File: src/rtl/dcache_responder.sv
// Direct-mapped, write-through, no-write-allocate data cache with a refill FSM toward backing memory.
// Optional hit/miss counters are built only when DCACHE_STATS_EN is defined.
module dcache_responder #(
  parameter int INDEX_WIDTH = 5,
  parameter int LINE_WORDS  = 4,
  parameter int ADDR_WIDTH  = 32
) (
  input  logic                  clk,
  input  logic                  rst,
  input  logic                  req_valid,
  input  logic                  req_mem_action,
  input  logic [ADDR_WIDTH-1:0] req_addr,
  input  logic [ADDR_WIDTH-1:0] req_addr_next,
  input  logic [31:0]           req_data,
  output logic                  rsp_valid,
  output logic [31:0]           rsp_data,
  output logic                  mem_req_valid,
  input  logic                  mem_req_ready,
  output logic                  mem_req_we,
  output logic [ADDR_WIDTH-1:0] mem_req_addr,
  output logic [31:0]           mem_req_wdata,
  input  logic                  mem_rsp_valid,
  input  logic [31:0]           mem_rsp_data,
  output logic [31:0]           hit_count,
  output logic [31:0]           miss_count,
  output logic [1:0]            fsm_state
);
  localparam int OFF_W = $clog2(LINE_WORDS);
  localparam int LINES = 1 << INDEX_WIDTH;
  localparam int TAG_W = ADDR_WIDTH - 2 - OFF_W - INDEX_WIDTH;
  localparam logic [OFF_W-1:0] LAST_BEAT = OFF_W'(LINE_WORDS - 1);

  typedef enum logic [1:0] {IDLE, REFILL_REQ, REFILL_WAIT, WRITE_THRU} state_t;
  state_t state, state_n;

  logic [LINES-1:0] valid_q;
  logic [TAG_W-1:0] tag_q [LINES];
  logic [31:0]      data_q [LINES*LINE_WORDS];

  logic [OFF_W-1:0]       req_off;
  logic [INDEX_WIDTH-1:0] req_idx;
  logic [TAG_W-1:0]       req_tag;
  assign req_off = req_addr[2 +: OFF_W];
  assign req_idx = req_addr[2+OFF_W +: INDEX_WIDTH];
  assign req_tag = req_addr[ADDR_WIDTH-1 -: TAG_W];

  logic [ADDR_WIDTH-3:0]  lat_word;
  logic [31:0]            lat_data;
  logic [INDEX_WIDTH-1:0] lat_idx;
  logic [TAG_W-1:0]       lat_tag;
  assign lat_idx = lat_word[OFF_W +: INDEX_WIDTH];
  assign lat_tag = lat_word[ADDR_WIDTH-3 -: TAG_W];

  logic [OFF_W-1:0] req_beat, rsp_beat;

  logic unused_bits;
  assign unused_bits = ^{req_addr_next, req_addr[1:0]};

  logic hit, idle_req, read_hit, read_miss, write_hit, rsp_fire, refill_done;
  assign hit         = req_valid && valid_q[req_idx] && (tag_q[req_idx] == req_tag);
  assign idle_req    = (state == IDLE) && req_valid;
  assign read_hit    = idle_req && !req_mem_action && hit;
  assign read_miss   = idle_req && !req_mem_action && !hit;
  assign write_hit   = idle_req && req_mem_action && hit;
  // Refill data is accepted only while a refill is in flight, so stale returns after a reset are dropped.
  assign rsp_fire    = ((state == REFILL_REQ) || (state == REFILL_WAIT)) && mem_rsp_valid;
  assign refill_done = rsp_fire && (rsp_beat == LAST_BEAT);

  assign fsm_state = state;

  always_ff @(posedge clk or posedge rst) begin
    if (rst) begin
      state    <= IDLE;
      req_beat <= '0;
      rsp_beat <= '0;
      lat_word <= '0;
      lat_data <= '0;
      valid_q  <= '0;
    end else begin
      state <= state_n;
      if (idle_req) begin
        req_beat <= '0;
        rsp_beat <= '0;
        lat_word <= req_addr[ADDR_WIDTH-1:2];
        lat_data <= req_data;
      end
      if ((state == REFILL_REQ) && mem_req_ready) req_beat <= req_beat + 1'b1;
      if (rsp_fire) rsp_beat <= rsp_beat + 1'b1;
      if (read_miss) valid_q[req_idx] <= 1'b0;
      if (refill_done) valid_q[lat_idx] <= 1'b1;
    end
  end

  always_ff @(posedge clk) begin
    if (write_hit) data_q[{req_idx, req_off}] <= req_data;
    if (rsp_fire) data_q[{lat_idx, rsp_beat}] <= mem_rsp_data;
    if (refill_done) tag_q[lat_idx] <= lat_tag;
  end

  // Memory side: mem_req_valid holds with stable addr/we/wdata until a cycle with mem_req_ready,
  // and the transfer happens in that cycle. Requester side: req_* is held until the rsp_valid cycle.
  always_comb begin
    state_n       = state;
    rsp_valid     = 1'b0;
    rsp_data      = '0;
    mem_req_valid = 1'b0;
    mem_req_we    = 1'b0;
    mem_req_addr  = '0;
    mem_req_wdata = '0;
    case (state)
      IDLE: begin
        if (idle_req) begin
          if (req_mem_action) begin
            state_n = WRITE_THRU;
          end else if (hit) begin
            rsp_valid = 1'b1;
            rsp_data  = data_q[{req_idx, req_off}];
          end else begin
            state_n = REFILL_REQ;
          end
        end
      end
      REFILL_REQ: begin
        mem_req_valid = 1'b1;
        mem_req_addr  = {lat_tag, lat_idx, req_beat, 2'b00};
        if (mem_req_ready && (req_beat == LAST_BEAT)) state_n = REFILL_WAIT;
        if (refill_done) state_n = IDLE;
      end
      REFILL_WAIT: begin
        if (refill_done) state_n = IDLE;
      end
      WRITE_THRU: begin
        mem_req_valid = 1'b1;
        mem_req_we    = 1'b1;
        mem_req_addr  = {lat_word, 2'b00};
        mem_req_wdata = lat_data;
        if (mem_req_ready) begin
          rsp_valid = 1'b1;
          state_n   = IDLE;
        end
      end
    endcase
  end

`ifdef DCACHE_STATS_EN
  // The hit that completes a missed request is the same request, so it is not counted again.
  logic from_refill;
  always_ff @(posedge clk or posedge rst) begin
    if (rst) begin
      hit_count   <= '0;
      miss_count  <= '0;
      from_refill <= 1'b0;
    end else begin
      from_refill <= refill_done;
      if (read_hit && !from_refill) hit_count <= hit_count + 32'd1;
      if (read_miss) miss_count <= miss_count + 32'd1;
    end
  end
`else
  assign hit_count  = '0;
  assign miss_count = '0;
`endif
endmodule
File: config.mk
export PLATFORM = sky130hd
export DESIGN_NAME = dcache_responder
export DESIGN_NICKNAME = d
export VERILOG_FILES = /design/src/rtl/dcache_responder.sv
export SDC_FILE = /design/constraint.sdc
export NUM_CORES = 2
export LEC_CHECK = 0
export ABC_CLOCK_PERIOD_IN_PS = 5400
export CAP_MARGIN = 20
export CELL_PAD_IN_SITES_DETAIL_PLACEMENT = 1
export CELL_PAD_IN_SITES_GLOBAL_PLACEMENT = 2
export CORE_AREA = 5 5 696 698
export CTS_CLUSTER_DIAMETER = 30
export DETAILED_ROUTE_END_ITERATION = 10
export DIE_AREA = 0 0 701 703
export HOLD_SLACK_MARGIN = 0.15
export PLACE_DENSITY_LB_ADDON = 0.12
export SYNTH_ARGS = -nofsm -noshare
export SYNTH_HDL_FRONTEND = slang
export SYNTH_MEMORY_MAX_BITS = 65536
export SYNTH_SLANG_ARGS = --single-unit
File: constraint.sdc
create_clock -name clk -period 5.4 [get_ports clk]
set_input_delay 0.81 -clock clk [delete_from_list [all_inputs] [get_ports clk]]
set_output_delay 0.81 -clock clk [all_outputs]
set_load 0.1 [all_outputs]
==> flow_metrics.env <==
export IMPL_cts_buffer_depth=5
export IMPL_insertion_delay_ps=1200
export IMPL_violations="setup timing"
export IMPL_placeableCoreArea_um2=477000
export IMPL_io_pin_count=299
export IMPL_area_growth_pct=32.5
export IMPL_peakVddDrop_uv=321
export IMPL_routedWlPerCell_um=36.6
export IMPL_n_fill_cell=41000
export IMPL_path_class="in -> out"
export IMPL_ctsHtreeMaxLevel=7
export IMPL_synth_distinct_cells=72
export IMPL_drt_iter0_markers=11400
export IMPL_fin_crit_ps=5920
export IMPL_overflow=0
export IMPL_status="finished with violations"
export IMPL_chipWidth_um=701
export IMPL_drt_total_wl_mm=646
export IMPL_ys_warnings_count=0
export IMPL_asyncSetResetFlopFracSynth=0.0203
export IMPL_grt_pass1_vias=108000
export IMPL_yosysTopAreaCellShare=0.763
export IMPL_finalWorstSetupSlack_ps=-523
export IMPL_cap_violations=0
export IMPL_cp_arrival_ps=5110
export IMPL_place_hpwl_mm=390
export IMPL_syn_area_um2=190000
export IMPL_synth_area_leader_cell="edfxtp_1"
export IMPL_whs_ps=323
export IMPL_crit_chain="buf_4, buf_4, nand4b_1, buf_4, buf_4, buf_4, o22ai_1, nor4_2, a21oi_1, nor4_2, buf_4, nand4_1, buf_4, nor4_4, buf_6, nand2_8, buf_16, buf_16, buf_6, a2111oi_4, clkbuf_16, buf_16"
export IMPL_crit_slowest_cell="nor4_2"
export IMPL_worst_pin_slew_ps=1130
export IMPL_end_kind="output port"
export IMPL_total_power_w=0.132
export IMPL_avgSynthCellArea_um2=22.7
export IMPL_die_area_um2=493000
export IMPL_cts_buffers=1194
export IMPL_hold_viol_final=0
export IMPL_placed_cell_area_um2=213000
export IMPL_syn_inst=8376
export IMPL_fin_util=0.528
export IMPL_rsz0062_at_grt="true"
export IMPL_gp_congestion=0.807
export IMPL_finish_instance_area_um2=252000
export IMPL_grt_use_total=0.263
export IMPL_cp_common_cell="buf_4"
export IMPL_firstDrtPassIters=5
export IMPL_crit_path_max_fanout=11
export IMPL_port_buffers=198
export IMPL_synth_area_top_cells="edfxtp_1, mux4_2, mux2i_1, dfrtp_1, o22ai_1"
export IMPL_ctsRootBufferMaster="clkbuf_16"
export IMPL_die_h_um=703
export IMPL_rows=254
export IMPL_slew_headroom=0.247
export IMPL_via_per_inst=5.78
export IMPL_crit_required_ps=4590
export IMPL_synth_edf_count=4832
export IMPL_min_path_type="in -> reg"
export IMPL_post_route_period_util=1.10
export IMPL_final_nets=10500
export IMPL_p_per_area_nw_per_um2=523
export IMPL_cpPeakStageDelay_ps=390
export IMPL_num_vias=102000
export IMPL_drtAntennaViolNets=0
export IMPL_setup_viol=33
export IMPL_antenna_found_initial=45
export IMPL_initial_core_util=0.399
export IMPL_grt_pass1_wl_mm=888
export IMPL_drive_above_1_share=0.402
export IMPL_clk_pin_slew_ps=40
export IMPL_fin_skew_ps=123
export IMPL_grt_max_degree=129
export IMPL_cts_tree="yes"
export IMPL_synth_seq_cells=4932
export IMPL_cts_sinks=4932
export IMPL_seq_area_frac_synth=0.776
export IMPL_max_freq_mhz=169
export IMPL_drv_slew=0
export IMPL_cp_start_kind="primary input"
export IMPL_drcViolationCount=0
export IMPL_synthFlopType="edfxtp_1"
export IMPL_power_leakage_nw=85.4
-- cell usage after synthesis, drive strengths merged (5+ instances only) --
library cell	instances
or3	13
mux2i	390
nor2	116
a2111oi	13
a211oi	25
or4b	5
nand3	13
inv	10
dfrtp	100
o21ai	74
nor3	136
and2	42
edfxtp	4832
nand4bb	6
nand4	6
nor4	46
o31ai	10
a21oi	33
o41ai	15
and3	13
o22ai	226
ha	6
or4	12
nand2b	10
a211o	5
nor2b	36
o221ai	7
buf	262
mux4	1284
clkbuf	284
nand2	207
mux2	70
or2	5
a31oi	13
-- critical path: cells and delay by family --
kind	cells	cell delay, ps
buf+inv	13	2490
simple gates	6	1280
compound gates	3	470
-- report_power, final --
group	total, W	switching, W	internal (W)
clock network	0.0684	0.0213	0.0471
registers	0.0483	0.000848	0.0474
logic	0.0152	0.0116	0.00358
total	0.132	0.0338	0.0981
-- logic make-up after synthesis --
group / Yosys count / share of synthesized area
buffers and inverters: 556 / 0.0135
flip-flops: 4932 / 0.776
multiplexers: 1744 / 0.177
AND/OR/NAND/NOR: 679 / 0.0178
XOR/XNOR: 3 / 0.000138
other: 1 / 0.0000197
adder cells (fa/ha/maj): 6 / 0.000395
AO/OA/AOI/OAI: 455 / 0.0158
-- final cells by class --
type	instances	area (µm²)	area share
flip-flops and latches	4932	148000	0.585
multi-input cells	2953	43000	0.170
clock buffers	1355	31100	0.123
repair buffers	1251	15100	0.0599
well taps	6400	8010	0.0318
clock inverters	703	7230	0.0287
inverters	10	52.6	0.000208
diodes	20	50.0	0.000198
-- final timing paths --
check | start | endpoint | slack (ps) | depth (start not counted)
min in group asynchronous | rst | lat_word[28] | 720 | 3
min | req_data[31] | lat_data[31] | 320 | 2
min reg2reg | lat_data[28] | lat_data[28] | 490 | 1
max | req_addr[8] | rsp_data[17] | -520 | 22
max reg2reg | tag_q[6][12] | data_q[120][5] | 740 | 15
max in group asynchronous | rst | valid_q[27] | 3540 | 4
-- registers in the layout (all words and copies together) (netlist names) --
| register | cells |
|---|---|
| lat_data | 32 |
| lat_word | 30 |
| req_beat | 2 |
| data_q | 4096 |
| tag_q | 736 |
| valid_q | 32 |
| fsm_state | 2 |
| rsp_beat | 2 |
-- per-stage QoR --
step                      TNS (ps)  cells  worst slack (ps)
final                       -10060  17600              -523
after global routing        -14600  17600              -665
after CTS                   -13000  17600              -634
after detailed placement  -2096000  15500             -1540
after global placement    -1850510  15500             -1440
after floorplan            -318780   8441              -792
-- routing by layer --
| layer | GRT usage | share of wire | wire (µm) |
|---|---|---|---|
| met1 | 0.357 | 0.41 | 267000 |
| met2 | 0.422 | 0.49 | 314000 |
| met3 | 0.0573 | 0.070 | 45200 |
| met4 | 0.0908 | 0.030 | 19600 |
| met5 | 0 | 0.000060 | 39 |
-- timing repair --
action | 4_1_cts | 5_1_grt
resized for setup | 60 | 19
hold buffers | 4 | 0
endpoints found under the setup margin | 33 | 33
buffers inserted | 8 | 0
pin swaps | 31 | 12
hold endpoints to repair | 54 | 0
-- layout by cell type, fill, tap and decap left out, drive strengths merged, types with 70 or more instances in the layout --
cell,instances
buf,1088
clkinv,425
mux4,1284
clkbuf,1356
mux2,70
dfrtp,100
nor2,116
nor3,136
o21ai,74
edfxtp,4832
mux2i,390
nand2,207
clkinvlp,93
clkdlybuf4s50,158
o22ai,226
bufinv,131
Power figures use the tool's default switching activity.
